File: src/rtl/ehr_bypass_fifo.sv
// rtl/ehr_bypass_fifo.sv - circular-buffer FIFO with registered enq_ready
// Optional empty-FIFO enq-to-deq bypass when EHR_BYPASS_FIFO_BYPASS_EN is defined.
module ehr_bypass_fifo #(
   parameter int WIDTH = 32,
   parameter int DEPTH = 4
) (
   input  logic                     clk,
   input  logic                     rst_n,
   input  logic                     clear,
   input  logic                     enq_valid,
   output logic                     enq_ready,
   input  logic [WIDTH-1:0]         enq_data,
   output logic                     deq_valid,
   input  logic                     deq_ready,
   output logic [WIDTH-1:0]         deq_data,
   output logic [$clog2(DEPTH):0]   count
);

   localparam int AW = $clog2(DEPTH);
   localparam int CW = AW + 1;
   localparam logic [CW-1:0] FULL_COUNT = CW'(DEPTH);
   localparam logic [AW-1:0] PTR_ONE    = AW'(1);
   localparam logic [CW-1:0] CNT_ONE    = CW'(1);

   logic [WIDTH-1:0] r_mem [DEPTH];
   logic [AW-1:0]    r_head;
   logic [AW-1:0]    r_tail;
   logic [CW-1:0]    r_count;
   logic [CW-1:0]    w_count_nxt;

   logic w_empty;
   logic w_full;
   logic w_enq_fire;
   logic w_deq_fire;
   logic w_pass;
   logic w_do_enq;
   logic w_do_deq;

   assign w_empty   = (r_count == '0);
   assign w_full    = (r_count == FULL_COUNT);
   assign enq_ready = !w_full;
   assign count     = r_count;

`ifdef EHR_BYPASS_FIFO_BYPASS_EN
   // Empty FIFO presents the producer's word directly to the consumer.
   assign deq_valid = w_empty ? enq_valid : 1'b1;
   assign deq_data  = w_empty ? (enq_valid ? enq_data : '0) : r_mem[r_head];
   assign w_pass    = w_empty & w_enq_fire & w_deq_fire;
`else
   assign deq_valid = !w_empty;
   assign deq_data  = deq_valid ? r_mem[r_head] : '0;
   assign w_pass    = 1'b0;
`endif

   assign w_enq_fire = enq_valid & enq_ready;
   assign w_deq_fire = deq_valid & deq_ready;
   // A passed-through word touches neither memory, pointers nor count.
   assign w_do_enq   = w_enq_fire & !w_pass;
   assign w_do_deq   = w_deq_fire & !w_pass;

   always_comb begin
      w_count_nxt = r_count;
      if (clear) begin
         w_count_nxt = '0;
      end else if (w_do_enq && !w_do_deq) begin
         w_count_nxt = r_count + CNT_ONE;
      end else if (!w_do_enq && w_do_deq) begin
         w_count_nxt = r_count - CNT_ONE;
      end
   end

   always_ff @(posedge clk or negedge rst_n) begin
      if (!rst_n) begin
         r_head  <= '0;
         r_tail  <= '0;
         r_count <= '0;
      end else begin
         r_count <= w_count_nxt;
         if (clear) begin
            r_head <= '0;
            r_tail <= '0;
         end else begin
            if (w_do_enq) r_tail <= r_tail + PTR_ONE;
            if (w_do_deq) r_head <= r_head + PTR_ONE;
         end
      end
   end

   // Storage is deliberately left unreset.
   always_ff @(posedge clk) begin
      if (w_do_enq && !clear) begin
         r_mem[r_tail] <= enq_data;
      end
   end

endmodule
File: config.mk
export PLATFORM = sky130hd
export DESIGN_NAME = ehr_bypass_fifo
export DESIGN_NICKNAME = d
export VERILOG_FILES = /design/src/rtl/ehr_bypass_fifo.sv
export SDC_FILE = /design/constraint.sdc
export NUM_CORES = 1
export LEC_CHECK = 0
export ABC_AREA = 1
export CORE_MARGIN = 2
export CORE_UTILIZATION = 30
export CTS_CLUSTER_SIZE = 10
export DETAILED_ROUTE_END_ITERATION = 7
export SETUP_SLACK_MARGIN = 0.02
export SKIP_LAST_GASP = 1
export SLEW_MARGIN = 25
export SYNTH_ARGS = -nofsm -noshare
export SYNTH_HDL_FRONTEND = slang
export SYNTH_SLANG_ARGS = --single-unit
File: constraint.sdc
create_clock -name clk -period 2.5 [get_ports clk]
set_clock_uncertainty 0.2 [all_clocks]
set_input_delay 0.5 -clock clk [delete_from_list [all_inputs] [get_ports clk]]
set_output_delay 0.5 -clock clk [all_outputs]
set_load 0.02 [all_outputs]
Word level (Yosys, flattened, before mapping)
Memories as Yosys holds them, arrays and structs flattened.
Index checks and enable logic that the tools add are counted.

word-level totals
  register bits after elaboration = 7
  memory bits (writable) = 128
  logic and storage cells = 33
  memories = 1

cells by class
  add/subtract/negate cells = 4
  equality and inequality tests = 1
  mux-type cells = 10
  bitwise operators = 2
  reductions and logical operators = 12

memory list
  memory  depth  bits a word  read ports  clocked after memory_dff  wr ports  line  RTL
  r_mem   4      32           1           0                         1         25    logic [WIDTH-1:0] r_mem [DEPTH];

operators with widths
  operator               number
  $mux W32               1
  $mux W3                3
  $mux W2                4
  $logic_not A1 Y1       5
  $add A2 B1 Y2 const B  2
  $reduce_bool A2 Y1     2
  $add A3 B1 Y3 const B  1
  $eq A3 B3 Y1 const B   1
  $logic_and A1 B1 Y1    3
  $logic_not A3 Y1       1
  $reduce_bool A3 Y1     1
  $sub A3 B1 Y3 const B  1
  $and A1 B1 Y1          2
  $mux W1                2

Logic depth before layout (Yosys ltp)
Gate-level depths: netlist (run 1).

  word-level depth = 8
  mapped depth = 12

Least setup slack after synthesis (run 1)
OpenSTA, ideal clock, no wires.

  path type = reg2reg
  from = reg r_count[0] (netlist: count[0])
  to = mem r_mem[0][0], enable pin
  setup time = 0.421 ns
  arrival = 2.432 ns
  slack = -0.553 ns
  stages on the path, launching flop included = 7
  buffers on the path = 0
  clock period less this slack = 3.053 ns
  cell sequence = dfrtp_1 > nor2_2 > nand2_1 > nand2_2 > inv_1 > nand2_1 > nor2_1

on the way
  longest elaborated chain between the ends = 6

RTL lines
  element                        line  RTL
  from (decl)                    28    logic [CW-1:0] r_count;
  from (signal assigned)         78    r_count <= w_count_nxt;
  $eq A3 B3 Y1                   40    assign w_full = (r_count == FULL_COUNT);
  $logic_not A1 Y1               41    assign enq_ready = !w_full;
  named net enq_ready            11    output logic enq_ready,
  $and A1 B1 Y1                  55    assign w_enq_fire = enq_valid & enq_ready;
  $logic_and A1 B1 Y1            91    if (w_do_enq && !clear) begin
  $mux W1                        91
  $mux W1 (not written as such)  92    r_mem[r_tail] <= enq_data;
  to (decl)                      25

The timed path passes the listed nets, and every way through them passes these cells.

Worst setup path after layout (run 1)
  from = reg r_head[0]
  to = out deq_data[0]

on the way
  longest elaborated chain between the ends = 2

RTL lines
  element                 line  RTL
  from (decl)             26    logic [AW-1:0] r_head;
  from (signal assigned)  84    if (w_do_deq) r_head <= r_head + PTR_ONE;
  $mem_v2 Z4 W32          -
  $mux W32                51    assign deq_data = deq_valid ? r_mem[r_head] : '0;
  to (decl)               15    output logic [WIDTH-1:0] deq_data,

No other way between the ends.

==> results of run 1 <==
how the worst max path moves through the flow:
stage	from	to	slack (ns)	cells after the start
2_1_floorplan	count[0]	r_mem[0][0]	-0.07	6
3_3_place_gp	count[1]	deq_data[27]	0.02	6
3_5_place_dp	count[1]	deq_data[27]	0.02	6
4_1_cts	r_head[0]	deq_data[0]	-0.05	6
5_1_grt	r_head[0]	deq_data[10]	-0.06	7
6_report	r_head[0]	deq_data[0]	0.007	7
repair_timing:
item	4_1_cts	5_1_grt
endpoints found under the hold margin	0	0
setup endpoints to repair	33	32
gates cloned	0	7
setup buffers	0	2
pin swaps	1	12
resized for setup	87	92
registers in the layout (all words and copies together), names as in the netlist:
name,cells
count,3
r_head,2
r_tail,2
r_mem,128
Yosys cell counts:
cell type	n	share of area (%)
a21oi_1	35	3.2
buf_2	12	1.1
buf_4	1	0.14
buf_6	5	1.0
clkbuf_1	3	0.21
clkbuf_2	4	0.37
dfrtp_1	7	3.2
edfxtp_1	128	71
fa_1	1	0.37
ha_1	4	0.92
inv_1	15	1.0
inv_2	2	0.14
nand2_1	14	0.97
nand2_2	2	0.23
nand3_1	5	0.46
nand4_1	3	0.34
nor2_1	134	9.2
nor2_2	1	0.11
o21ai_0	17	1.6
o21ai_1	50	4.6
xnor2_1	1	0.16
stage by stage:
stage	area (µm²)	utilization, %	hold slack (ns)	instances
after global routing	7451	41.62	0.1575	790
after detailed placement	6688	37.36	0.4149	749
final	7451	41.62	0.1625	790
after global placement	6688	37.36	0.3858	749
after floorplan	5455	-	0.004409	444
after CTS	7330	40.94	0.1509	781
critical path, stage by stage, from the launching register on:
cell and delay, ns:
dfrtp_4 0.45, buf_6 0.16, buf_6 0.15, nor2_1 0.06, nor2_1 0.08, o21ai_0 0.11
a21oi_2 0.19, buf_4 0.17
power by group:
| part | internal, W | total [W] | leakage [nW] | switching, W |
|---|---|---|---|---|
| clock | 0.00167 | 0.00261 | 0.293 | 0.000935 |
| sequential | 0.00262 | 0.00268 | 1.25 | 0.0000561 |
| combinational | 0.000986 | 0.00244 | 1.13 | 0.00146 |
| total | 0.00528 | 0.00773 | 2.68 | 0.00245 |
metal layers:
metal	share of wire [%]	vias up	GRT usage, %
met2	50	105	22.20
li1	-	1764	-
met1	45	1845	16.65
met3	4.0	15	3.591
met5	0	-	0
met4	1.5	0	5.369
cell families (layout without fill, tap and decap cells):
family	after synthesis	count (layout)
buffers and inverters	42	159
AND/OR/NAND/NOR	159	159
flip-flops	135	135
XOR/XNOR	1	1
adder cells (fa/ha/maj)	5	5
AO/OA/AOI/OAI	102	102
final cells by class:
cell class / instances / area (µm²) / share of cell area [%]
Tap cell: 229 / 286.5 / 3.846
Multi-Input combinational cell: 267 / 1289 / 17.30
Inverter: 17 / 63.81 / 0.8564
Sequential cell: 135 / 4024 / 54.01
Timing Repair Buffer: 110 / 1162 / 15.60
Clock buffer: 17 / 425.4 / 5.709
Clock inverter: 15 / 200.2 / 2.687
==> impl_metrics.json, run 1 <==
{
  "h-tree-depth": 4,
  "vias": 3729,
  "synth-compound-area-share_pct": 9.375,
  "setup_viol": 0,
  "io_pins": 74,
  "power_density_nw_per_um2": 1037,
  "finalWeightedCongestion": 0.8199,
  "drt-initial-drc-count": 292,
  "syn2layout_area_growth_pct": 36.83,
  "netlist_area_um2": 5445,
  "drt-pass1-iter-count": 4,
  "grt_max_degree": 42,
  "timing.rr.end": "count[2]",
  "fmax_ghz": 0.4012,
  "ys_seq_area_share_pct": 73.81,
  "reg2reg_depth": 12,
  "nFillCells": 1650,
  "grt.total_usage_pct": 13.35,
  "path_clk_slew_ns": 0.06,
  "arrival_ns": 1.79,
  "syn_nets": 486,
  "place_ws_ns": 0.02389,
  "cts_sinks": 135,
  "synthSimpleGateAreaFrac_pct": 11.35,
  "max-slew-margin-rel_pct": 73.41,
  "maxCapViolations": 0,
  "hold_buffers": 0,
  "netlist_instances": 444,
  "clock_latency_ns": 0.41,
  "via_per_inst": 4.720,
  "drc": 0,
  "start_util_pct": 30.42,
  "yosys_warnings": 0,
  "finalPower_w": 0.007730,
  "mostFrequentLayoutCells": "edfxtp_1 (128), nor2_1 (127), o21ai_1 (51), clkdlybuf4s50_1 (40), buf_4 (35)",
  "layout_commonest_cell": "edfxtp_1",
  "place_hpwl_um": 7893,
  "die_w_um": 138.7,
  "routedWlPerCell_um": 17.08,
  "io_buffers": 73,
  "die_area_um2": 19240,
  "synth_top_family_by_area": "simple AND/OR/NAND/NOR gates",
  "hold_path_class": "in2async",
  "cp-end-kind": "output pin",
  "cp.required_ns": 1.80,
  "drt-total-wl_um": 13490,
  "drive_above_1_share_pct": 22.46,
  "synthMuxAreaShare_pct": 0,
  "tns_ns": 0,
  "final_antenna_net_count": 0,
  "r2r_slack_ns": 0.34,
  "synthAdderAreaFrac_pct": 1.287,
  "diodes": 0,
  "grt_pass1_vias": 3688,
  "die_height_um": 138.7,
  "min_period_ns": 2.493,
  "grt_overflow_total": 0,
  "leakage_nw": 2.675,
  "synth_seq_cells": 135,
  "ir_worst_vdd_mv": 0.6148,
  "rsz0062_at_grt": "true",
  "final-hold-violation-count": 0,
  "worstSetupPathType": "reg2out",
  "grt_antenna_before_repair": 0,
  "synth_xor_xnor_area_share_pct": 0.1608,
  "clk_path_buf_depth": 2,
  "slew_violations": 0,
  "cts_tree": "yes",
  "rows": 49,
  "min_period_over_period_pct": 99.70,
  "grt_pass1_wl_um": 19670,
  "coreArea_um2": 17900,
  "cts_buffers": 17,
  "tightest_slew_ns": 0.3978,
  "clockRootBuffer": "clkbuf_16",
  "rr_startpoint": "count[1]",
  "status": "completed",
  "critPathMaxFanout": 12,
  "worst_slack_ns": 0.007446,
  "nets": 590,
  "cp-start-kind": "register",
  "syn_area_per_cell_um2": 12.26,
  "synth_cell_types": 21
}
(Power assumes the default switching activity.)
==> inputs of run 2 (changes only) <==
--- a/config.mk
+++ b/config.mk
@@ -10,9 +10,9 @@
 export CORE_UTILIZATION = 30
 export CTS_CLUSTER_SIZE = 10
 export DETAILED_ROUTE_END_ITERATION = 7
+export DONT_BUFFER_PORTS = 1
 export SETUP_SLACK_MARGIN = 0.02
 export SKIP_LAST_GASP = 1
-export SLEW_MARGIN = 25
 export SYNTH_ARGS = -nofsm -noshare
 export SYNTH_HDL_FRONTEND = slang
 export SYNTH_SLANG_ARGS = --single-unit
==> run 2 against run 1 <==
- fmax down 0.29%
- die area stayed put
- utilization fell by 0.79 points
- critical path depth is 1 lower
- setup slack worse by 0.0073 ns
- global-route usage shrank 0.34 points
- via count down 1.8%
- first-iteration DRC count shrank 6.2%
- critical endpoint unchanged
- largest cell class unchanged
- largest power group unchanged
==> impl_metrics.json, run 2 (same netlist as run 1, synthesis figures left out) <==
{
  "path_clk_slew_ns": 0.07,
  "combPwrFrac_pct": 32.6,
  "rsz0062_at_grt": "true",
  "status": "completed",
  "seq_area_um2": 4024,
  "rows": 49,
  "cts_sinks": 135,
  "io_pins": 74,
  "leakage_nw": 2.620,
  "max-slew-margin-rel_pct": 71.09,
  "largest_reg_flops": 128,
  "final-hold-violation-count": 0,
  "die_w_um": 138.7,
  "swShare_pct": 32.86,
  "final_antenna_net_count": 0,
  "grt_overflow_total": 0,
  "slew_violations": 0,
  "fmax_ghz": 0.4000,
  "via_per_inst": 4.724,
  "mostFrequentLayoutCells": "edfxtp_1 (128), nor2_1 (121), o21ai_1 (53), buf_4 (40), dlygate4sd3_1 (33)",
  "cts_tree": "yes",
  "cp.required_ns": 1.80,
  "io_buffers": 0,
  "grt_max_degree": 41,
  "clock_latency_ns": 0.41,
  "drt-initial-drc-count": 274,
  "syn2layout_area_growth_pct": 34.24,
  "grt_antenna_before_repair": 0,
  "coreArea_um2": 17900,
  "cts_buffers": 17,
  "arrival_ns": 1.80,
  "pwr-share-seq_pct": 36.2,
  "worst_slack_ns": 0.0001738,
  "drive_above_1_share_pct": 22.16,
  "clockRootBuffer": "clkbuf_16",
  "grt_pass1_wl_um": 19160,
  "tns_ns": 0,
  "final_cell_area_um2": 7310,
  "finalPower_w": 0.007412,
  "min_period_over_period_pct": 99.99,
  "place_ws_ns": 0.2995,
  "nets": 575,
  "layout_commonest_cell": "edfxtp_1",
  "routedWlPerCell_um": 17.53,
  "diodes": 0,
  "clk_path_buf_depth": 2,
  "hold_path_class": "in2reg",
  "die_height_um": 138.7,
  "finalWeightedCongestion": 0.7559,
  "worstSetupPathType": "reg2out",
  "drt-pass1-iter-count": 4,
  "vias": 3661,
  "die_area_um2": 19240,
  "clock_power_share_pct": 31.2,
  "top_register": "r_mem",
  "maxCapViolations": 0,
  "min_period_ns": 2.500,
  "multi_input_area_um2": 1290,
  "drc": 0,
  "setup_viol": 0,
  "grt_pass1_vias": 3629,
  "p_sw_w": 0.002436,
  "critPathMaxFanout": 10,
  "cp-end-kind": "output pin",
  "internal_power_w": 0.004976,
  "tightest_slew_ns": 0.4337,
  "h-tree-depth": 4,
  "start_util_pct": 30.42,
  "place_hpwl_um": 7277,
  "post_dp_cell_area_um2": 6063,
  "power_density_nw_per_um2": 1014,
  "cp-start-kind": "register",
  "drt-total-wl_um": 13580,
  "ir_worst_vdd_mv": 0.5437,
  "grt.total_usage_pct": 13.01,
  "nFillCells": 1654
}
[run 2: layout make-up]
class / instances / area share [%]
timing repair buffer: 95 / 14.77
clock inverter: 14 / 1.695
tap: 229 / 3.920
clock buffer: 18 / 5.871
sequential: 135 / 55.05
inverter: 17 / 1.044
multi-input combinational: 267 / 17.65
[run 2: power by group through the flow]
stage	Sequential (W)	Combinational (W)	Clock, W
finish	0.00268	0.00242	0.00231
global route	0.00269	0.00261	0.00246
floorplan	0.00273	0.00122	0
global placement	0.00272	0.00198	0
CTS	0.00268	0.00210	0.00235
detailed placement	0.00273	0.00200	0
[run 2: worst paths after layout]
path	endpoint	slack, ns	from	cells after the start
hold reg to reg	r_tail[1]	0.47	r_tail[1]	2
min in group asynchronous	count[1]	0.23	rst_n	1
max in group asynchronous	r_head[0]	1.58	rst_n	1
setup / recovery	deq_data[0]	0.0002	r_head[0]	6
setup reg to reg	count[2]	0.37	count[1]	12
hold / removal	count[1]	0.03	clear	3
[run 2: metal layers]
layer	vias to the layer above	part of all wire, %	GRT usage [%]
met5	-	0	0
met4	0	0.82	4.040
met3	9	4.2	3.729
met2	96	51	22.80
met1	1811	44	15.58
li1	1745	-	-
[run 2: critical path: stages (launching register included)]
cell and delay (ns):
dfrtp_4 0.43, buf_6 0.17, clkinv_8 0.11, buf_12 0.16, o21ai_0 0.23, a21oi_1 0.12, buf_4 0.18
[run 2: stage by stage]
stage	hold slack, ns	cells	util (%)
global route	0.02755	775	40.83
CTS	0.01607	762	38.92
global placement	0.004588	697	33.87
detailed placement	0.004533	697	33.87
finish	0.03433	775	40.83
floorplan	0.004409	444	-
[run 2: timing repair]
| item | CTS | global route |
|---|---|---|
| gates cloned | 0 | 10 |
| endpoints found under the hold margin | 135 | 0 |
| hold buffers | 33 | 0 |
| endpoints found under the setup margin | 32 | 32 |
| pin swaps | 0 | 6 |
| setup buffers | 0 | 3 |
| gates resized for setup | 6 | 33 |
==> inputs of run 3 (changes only) <==
==> constraint.sdc (replaced) <==
create_clock -name clk -period 2.1 [get_ports clk]
set_clock_uncertainty 0.2 [all_clocks]
set_input_delay 0.42 -clock clk [delete_from_list [all_inputs] [get_ports clk]]
set_output_delay 0.42 -clock clk [all_outputs]
set_load 0.02 [all_outputs]
==> run 3 against run 2 <==
- the flow now finishes with violations (negative setup slack)
- critical path depth up 1
- count of clock-buffer cells in the layout stayed put
- clock power increased by 38%
- flip-flop and latch count is the same
- routed wire length is 1.7% higher
- power rose by 30%
- utilization up 2.2 points
==> impl_metrics.json, run 3 (same netlist as run 1, synthesis figures left out) <==
{
  "clock_power_share_pct": 33.1,
  "vias": 3707,
  "leakage_nw": 2.790,
  "arrival_ns": 1.74,
  "coreArea_um2": 17900,
  "nets": 591,
  "routedWlPerCell_um": 17.44,
  "drive_above_1_share_pct": 28.11,
  "grt_max_degree": 26,
  "final-hold-violation-count": 0,
  "p_sw_w": 0.002991,
  "finalPower_w": 0.009612,
  "tightest_slew_ns": 0.3770,
  "setup_viol": 32,
  "cp.required_ns": 1.48,
  "status": "finished, violations left",
  "grt_pass1_vias": 3667,
  "h-tree-depth": 4,
  "ir_worst_vdd_mv": 0.7755,
  "combPwrFrac_pct": 33.6,
  "die_height_um": 138.7,
  "die_w_um": 138.7,
  "cp-start-kind": "register",
  "critPathMaxFanout": 12,
  "start_util_pct": 30.42,
  "place_ws_ns": 0.02336,
  "clockRootBuffer": "clkbuf_16",
  "drc": 0,
  "layout_commonest_cell": "edfxtp_1",
  "fmax_ghz": 0.4242,
  "worst_slack_ns": -0.2576,
  "hold_path_class": "in2reg",
  "place_hpwl_um": 7757,
  "tns_ns": -7.254,
  "cp-end-kind": "output pin",
  "slew_violations": 0,
  "io_pins": 74,
  "min_period_ns": 2.358,
  "worstSetupPathType": "reg2out",
  "clk_path_buf_depth": 2,
  "cts_sinks": 135,
  "power_density_nw_per_um2": 1248,
  "pwr-share-seq_pct": 33.3,
  "violations": "negative setup slack",
  "max-slew-margin-rel_pct": 74.79,
  "min_period_over_period_pct": 112.3,
  "finalWeightedCongestion": 0.7606,
  "cts_buffers": 17,
  "grt_overflow_total": 0,
  "drt-total-wl_um": 13810,
  "internal_power_w": 0.006621,
  "grt_pass1_wl_um": 20070,
  "rows": 49,
  "drt-initial-drc-count": 184,
  "path_clk_slew_ns": 0.05,
  "syn2layout_area_growth_pct": 41.43,
  "grt_antenna_before_repair": 1,
  "maxCapViolations": 0,
  "top_register": "r_mem",
  "cts_tree": "yes",
  "die_area_um2": 19240,
  "final_antenna_net_count": 0,
  "io_buffers": 0,
  "clock_latency_ns": 0.41,
  "largest_reg_flops": 128,
  "swShare_pct": 31.12,
  "mostFrequentLayoutCells": "edfxtp_1 (128), nor2_1 (107), o21ai_1 (55), buf_4 (50), dlygate4sd3_1 (34)",
  "grt.total_usage_pct": 13.58,
  "rsz0062_at_grt": "true",
  "via_per_inst": 4.681,
  "post-route-util_pct": 43.02,
  "drt-pass1-iter-count": 4
}
## run 3: changes by cell type in the layout (fill, tap and decap cells not counted), sizes merged
cell | previous run | this run
buf | 54 | 69
bufinv | 1 | 5
clkinvlp | 4 | 1
inv | 20 | 17
clkinv | 6 | 8
diode | 0 | 1
dlygate4sd3 | 33 | 34
## run 3: what timing repair did
action	4_1_cts	5_1_grt
gates resized for setup	11	60
endpoints found under the setup margin	32	34
buffers inserted	1	7
pin swaps	2	22
hold buffers	34	0
gates cloned	2	9
hold endpoints to repair	137	0
## run 3: cell type report
| type | count | area, µm² |
|---|---|---|
| Multi-Input combinational cell | 267 | 1386 |
| Tap cell | 229 | 286.5 |
| Sequential cell | 135 | 4026 |
| Inverter | 17 | 97.59 |
| Timing Repair Buffer | 111 | 1267 |
| Clock buffer | 18 | 429.2 |
| Fill cell | 1651 | 10200 |
| Antenna cell | 1 | 2.502 |
| Clock inverter | 14 | 205.2 |
## run 3: final timing paths
kind / start / endpoint / slack (ns) / depth (start not counted)
worst max-delay path: r_head[0] / deq_data[31] / -0.26 / 7
min in group asynchronous: rst_n / count[0] / 0.16 / 1
worst min register to register: r_tail[0] / r_tail[0] / 0.45 / 2
worst max register to register: count[0] / count[2] / 0.03 / 12
max in group asynchronous: rst_n / r_head[0] / 1.24 / 1
worst min-delay path: deq_ready / r_head[0] / 0.06 / 2
## run 3: stage by stage
step           instances  instance area (µm²)  hold WS [ns]
6_report             792                 7701       0.05733
5_1_grt              792                 7701       0.06157
4_1_cts              776                 7261      0.009289
3_5_place_dp         707                 6200      -0.07529
3_3_place_gp         707                 6200      -0.07537
2_1_floorplan        444                 5499      -0.07559
## run 3: power groups by stage
stage | Combinational (W) | Clock (W) | Sequential, W
after detailed placement | 0.00250 | 0 | 0.00325
after global placement | 0.00247 | 0 | 0.00324
after global routing | 0.00347 | 0.00336 | 0.00321
after floorplan | 0.00148 | 0 | 0.00327
after CTS | 0.00277 | 0.00323 | 0.00320
final | 0.00323 | 0.00318 | 0.00320
## run 3: critical path: stages, from the launching register on
cell and delay [ns]:
dfrtp_4 0.49, buf_12 0.17, buf_12 0.15, nor2_1 0.10
nor2_1 0.04, o21ai_1 0.11, a21oi_2 0.10, buf_4 0.16
## run 3: layer usage
| layer | share of wire (%) | track usage, % | vias up |
|---|---|---|---|
| li1 | - | - | 1777 |
| met1 | 43 | 16.04 | 1816 |
| met2 | 51 | 23.81 | 96 |
| met3 | 3.8 | 3.522 | 18 |
| met4 | 1.8 | 5.263 | 0 |
| met5 | 0 | 0 | - |
==> edit 1, RTL diff (config.mk and constraints of run 2) <==
The option `EHR_BYPASS_FIFO_BYPASS_EN` is turned on by a define.
--- a/src/rtl/ehr_bypass_fifo.sv
+++ b/src/rtl/ehr_bypass_fifo.sv
@@ -1,4 +1,6 @@
 // rtl/ehr_bypass_fifo.sv - circular-buffer FIFO with registered enq_ready
 // Optional empty-FIFO enq-to-deq bypass when EHR_BYPASS_FIFO_BYPASS_EN is defined.
+`define EHR_BYPASS_FIFO_BYPASS_EN
+
 module ehr_bypass_fifo #(
    parameter int WIDTH = 32,
Formal check against the unedited RTL: not equivalent (a bounded check fails within 4 cycles, from zero or initial values and one cycle with rst_n low).
==> edit 1 against run 2 <==
- sequential cell count did not move
- critical path depth did not move
- setup slack improved by 100 ps
- wire length rose by 1.7%
- hold slack improved by 11 ps
- total power fell by 1.1%
- die area rose by 7.0%
- global-route usage rose by 1.0 points
- clock power fell by 4%
- synthesized cell count rose by 17%
- first-iteration DRC count fell by 6.9%
- area after synthesis rose by 7.3%
- core utilization fell by 2.8 points
- cell area rose by 0.26%
==> edit 1: results <==
export IMPL_status="finished clean"
export IMPL_gp_congestion=0.725
export IMPL_slew_limit_headroom_pct=69.9
export IMPL_synth_area_leaders="edfxtp_1, nand2_1, nand3_1"
export IMPL_cpMaxStageDelayCell="dfrtp_2"
export IMPL_cts_buffers=17
export IMPL_synth_fa_ha_area_share_pct=1.20
export IMPL_synth_compound_area_share_pct=3.43
export IMPL_arrival_ps=1700
export IMPL_grtUsageTotal_pct=14.0
export IMPL_routed_wirelength_mm=13.8
export IMPL_place_hpwl_mm=8.35
export IMPL_ys_flop_type="edfxtp_1"
export IMPL_yosysUniqueCellTypes=27
export IMPL_p_leak_nw=2.65
export IMPL_final_nets=615
export IMPL_drtIter0Drc=255
export IMPL_yosysSeqAreaShare_pct=68.8
export IMPL_grt_max_degree=49
export IMPL_fillCellCount=1894
export IMPL_muxShareOfSynthArea_pct=0
export IMPL_grt_pass1_wl_mm=21.6
export IMPL_synthTopCellsByCount="nand2_1, edfxtp_1, nand3_1"
export IMPL_syn_num_nets=562
export IMPL_synth_xor_area_share_pct=0.150
export IMPL_cp_top_family="flip-flops"
export IMPL_irDropWorstVdd_v=0.000557
==> edit 1: cell count changes after synthesis, sizes merged <==
cell / before / now
nand2: 16 / 179
buf: 18 / 24
clkbuf: 7 / 8
nor3: 0 / 1
a21oi: 35 / 3
clkinv: 0 / 1
nand3: 5 / 101
o21ai: 67 / 34
nor2: 135 / 9
inv: 17 / 16
==> edit 1: cell type report <==
cell class	instances	area, µm²	area share (%)
Multi-Input combinational cell	336	1720	23.5
Clock buffer	21	440	6.01
Clock inverter	10	81.3	1.11
Tap cell	265	332	4.52
Timing Repair Buffer	66	667	9.10
Sequential cell	135	4020	54.9
Inverter	17	63.8	0.871
Antenna cell	1	2.50	0.0341
==> edit 1: final timing paths <==
| kind | startpoint | to | slack (ps) | depth (start not counted) |
|---|---|---|---|---|
| min in group asynchronous | rst_n | count[0] | 230 | 1 |
| setup / recovery | r_head[0] | deq_data[13] | 100 | 6 |
| hold / removal | clear | count[0] | 40 | 3 |
| max in group asynchronous | rst_n | r_head[0] | 1600 | 1 |
| setup reg to reg | count[1] | count[2] | 350 | 12 |
| hold reg to reg | r_tail[1] | r_tail[1] | 440 | 2 |
==> edit 1: power by group <==
group	switching, mW	internal, mW
clock	0.875	1.35
sequential	0.0489	2.62
combinational	1.67	0.776
==> edit 1: through the flow <==
stage / hold slack [ps] / std cells / setup slack [ps] / util, % / cell area (µm²)
finish: 44.9 / 851 / 102 / 38.0 / 7330
global placement: 5.04 / 784 / 356 / 32.8 / 6320
detailed placement: 5.05 / 784 / 357 / 32.8 / 6320
floorplan: 4.41 / 520 / -480 / - / 5840
global route: 30.2 / 851 / 7.73 / 38.0 / 7330
CTS: 25.1 / 849 / -68.5 / 37.3 / 7190
==> edit 1: timing repair <==
action	in CTS	in global routing
setup endpoints to repair	17	30
pin swaps	0	1
cloned	0	0
buffers inserted	0	1
gates resized for setup	3	27
hold buffers	34	0
hold endpoints to repair	136	0
==> edit 1: routing by layer <==
layer / wire length [µm] / GRT usage [%]
met1: 5750 / 16.4
met2: 7110 / 24.5
met3: 817 / 4.57
met4: 142 / 4.28
met5: 0 / 0
==> edit 1: worst min-delay path: stages <==
cell and delay, ps:
nor2_1 20, nand2_1 50, nand2_1 50
==> edit 1: cells by family (layout without fill, tap and decap cells) <==
family,count (synthesis),count (layout)
buffers and inverters,49,114
XOR/XNOR,1,1
AO/OA/AOI/OAI,37,37
other,0,1
adder cells (fa/ha/maj),5,5
AND/OR/NAND/NOR,293,293
flip-flops,135,135
==> edit 2, RTL diff (config.mk and constraints of run 2) <==
Made on the original files. Make the reset (`rst_n`) synchronous in one clocked block.
--- a/src/rtl/ehr_bypass_fifo.sv
+++ b/src/rtl/ehr_bypass_fifo.sv
@@ -70,5 +70,5 @@
    end
 
-   always_ff @(posedge clk or negedge rst_n) begin
+   always_ff @(posedge clk) begin
       if (!rst_n) begin
          r_head  <= '0;
Check against the original RTL: differs if rst_n is asserted again (counterexample within 4 cycles, from zero or initial values and one cycle with rst_n low); with rst_n held inactive, the same outputs for 10 cycles.
==> edit 2 against run 2 <==
- final cell count rose by 0.26%
- setup slack improved by 82 ps
- cell area fell by 3.3%
- wire length fell by 10%
- first-iteration DRC count fell by 5.1%
- sequential cell count rose by 2
- area after synthesis rose by 0.25%
Power is not compared: it rests on default switching activity, and its combinational part moved more than twofold at a synthesized area within 25%.
==> edit 2: results <==
export IMPL_pre_cts_ws_ps=344
export IMPL_arrival_ps=1720
export IMPL_use_met3_pct=4.07
export IMPL_muxShareOfSynthArea_pct=0
export IMPL_grtUsageTotal_pct=12.9
export IMPL_synth_compound_area_share_pct=9.37
export IMPL_placed_area_um2=6100
export IMPL_syn_num_nets=491
export IMPL_synth_fa_ha_area_share_pct=1.51
export IMPL_avgSynthCellArea_um2=12.2
export IMPL_synthTopCellsByCount="nor2_1, edfxtp_1, a21oi_1"
export IMPL_met3WireLength_um=682
export IMPL_cp_max_fo=28
export IMPL_drtIter0Drc=260
export IMPL_timing_rr_start="count[1]"
export IMPL_met1_usage_pct=16.1
export IMPL_ys_flop_type="edfxtp_1"
export IMPL_p_leak_nw=2.52
export IMPL_worstMarginPinSlew_ps=375
export IMPL_final_seq_area_um2=4030
export IMPL_synth_area_leaders="edfxtp_1, nor2_1, a21oi_1"
export IMPL_synth_edf_count=128
export IMPL_grt_pass1_wl_mm=19.0
export IMPL_status="finished clean"
export IMPL_yosysSeqAreaShare_pct=73.7
export IMPL_synth_xor_area_share_pct=0.160
export IMPL_placed_cells=709
export IMPL_cpMaxStageDelayCell="dfxtp_2"
export IMPL_wl_met2_mm=5.91
export IMPL_gp_congestion=0.770
export IMPL_vias=3569
export IMPL_wl_met1_mm=5.43
export IMPL_async_flop_share_pct=0
export IMPL_powerClk_mw=2.43
export IMPL_fillCellCount=1712
export IMPL_place_hpwl_mm=7.84
export IMPL_drive_gt1_share_pct=17.9
export IMPL_power_density_nw_per_um2=806
export IMPL_final_nets=578
export IMPL_cpPeakStageDelay_ps=350
export IMPL_grt_max_degree=35
export IMPL_holdCritStartpoint="enq_valid"
export IMPL_hold_class="input pin to flip-flop"
export IMPL_top_register="r_mem"
export IMPL_wire_per_inst_um=15.7
export IMPL_grt_use_met2_pct=21.2
export IMPL_avgViaCountPerCell=4.59
edit 2: worst register-to-register path: cells and delay by family (launching register included):
family	cells	cell delay, ps
adder cells (fa/ha/maj)	2	570
buffers and inverters	2	140
flip-flops	1	320
AND/OR/NAND/NOR	8	790
edit 2: final timing paths:
path / end / slack, ps / cells past startpoint
max: deq_data[11] / 80 / 5
min: r_tail[0] / 80 / 3
max reg2reg: count[2] / 380 / 12
min reg2reg: r_head[0] / 330 / 2
edit 2: area by class of cell:
cell class / instances / area share, %
Clock buffer: 17 / 6.02
Clock inverter: 15 / 2.23
Inverter: 17 / 0.973
Multi-Input combinational cell: 271 / 17.9
Sequential cell: 137 / 56.9
Tap cell: 229 / 4.05
Timing Repair Buffer: 90 / 11.9
Timing Repair inverter: 1 / 0.0708
edit 2: repair_timing:
item / in CTS / in global routing
hold buffers: 32 / 0
endpoints found under the setup margin: 19 / 31
setup buffers: 0 / 3
resized for setup: 2 / 11
cloned: 0 / 1
endpoints found under the hold margin: 128 / 0
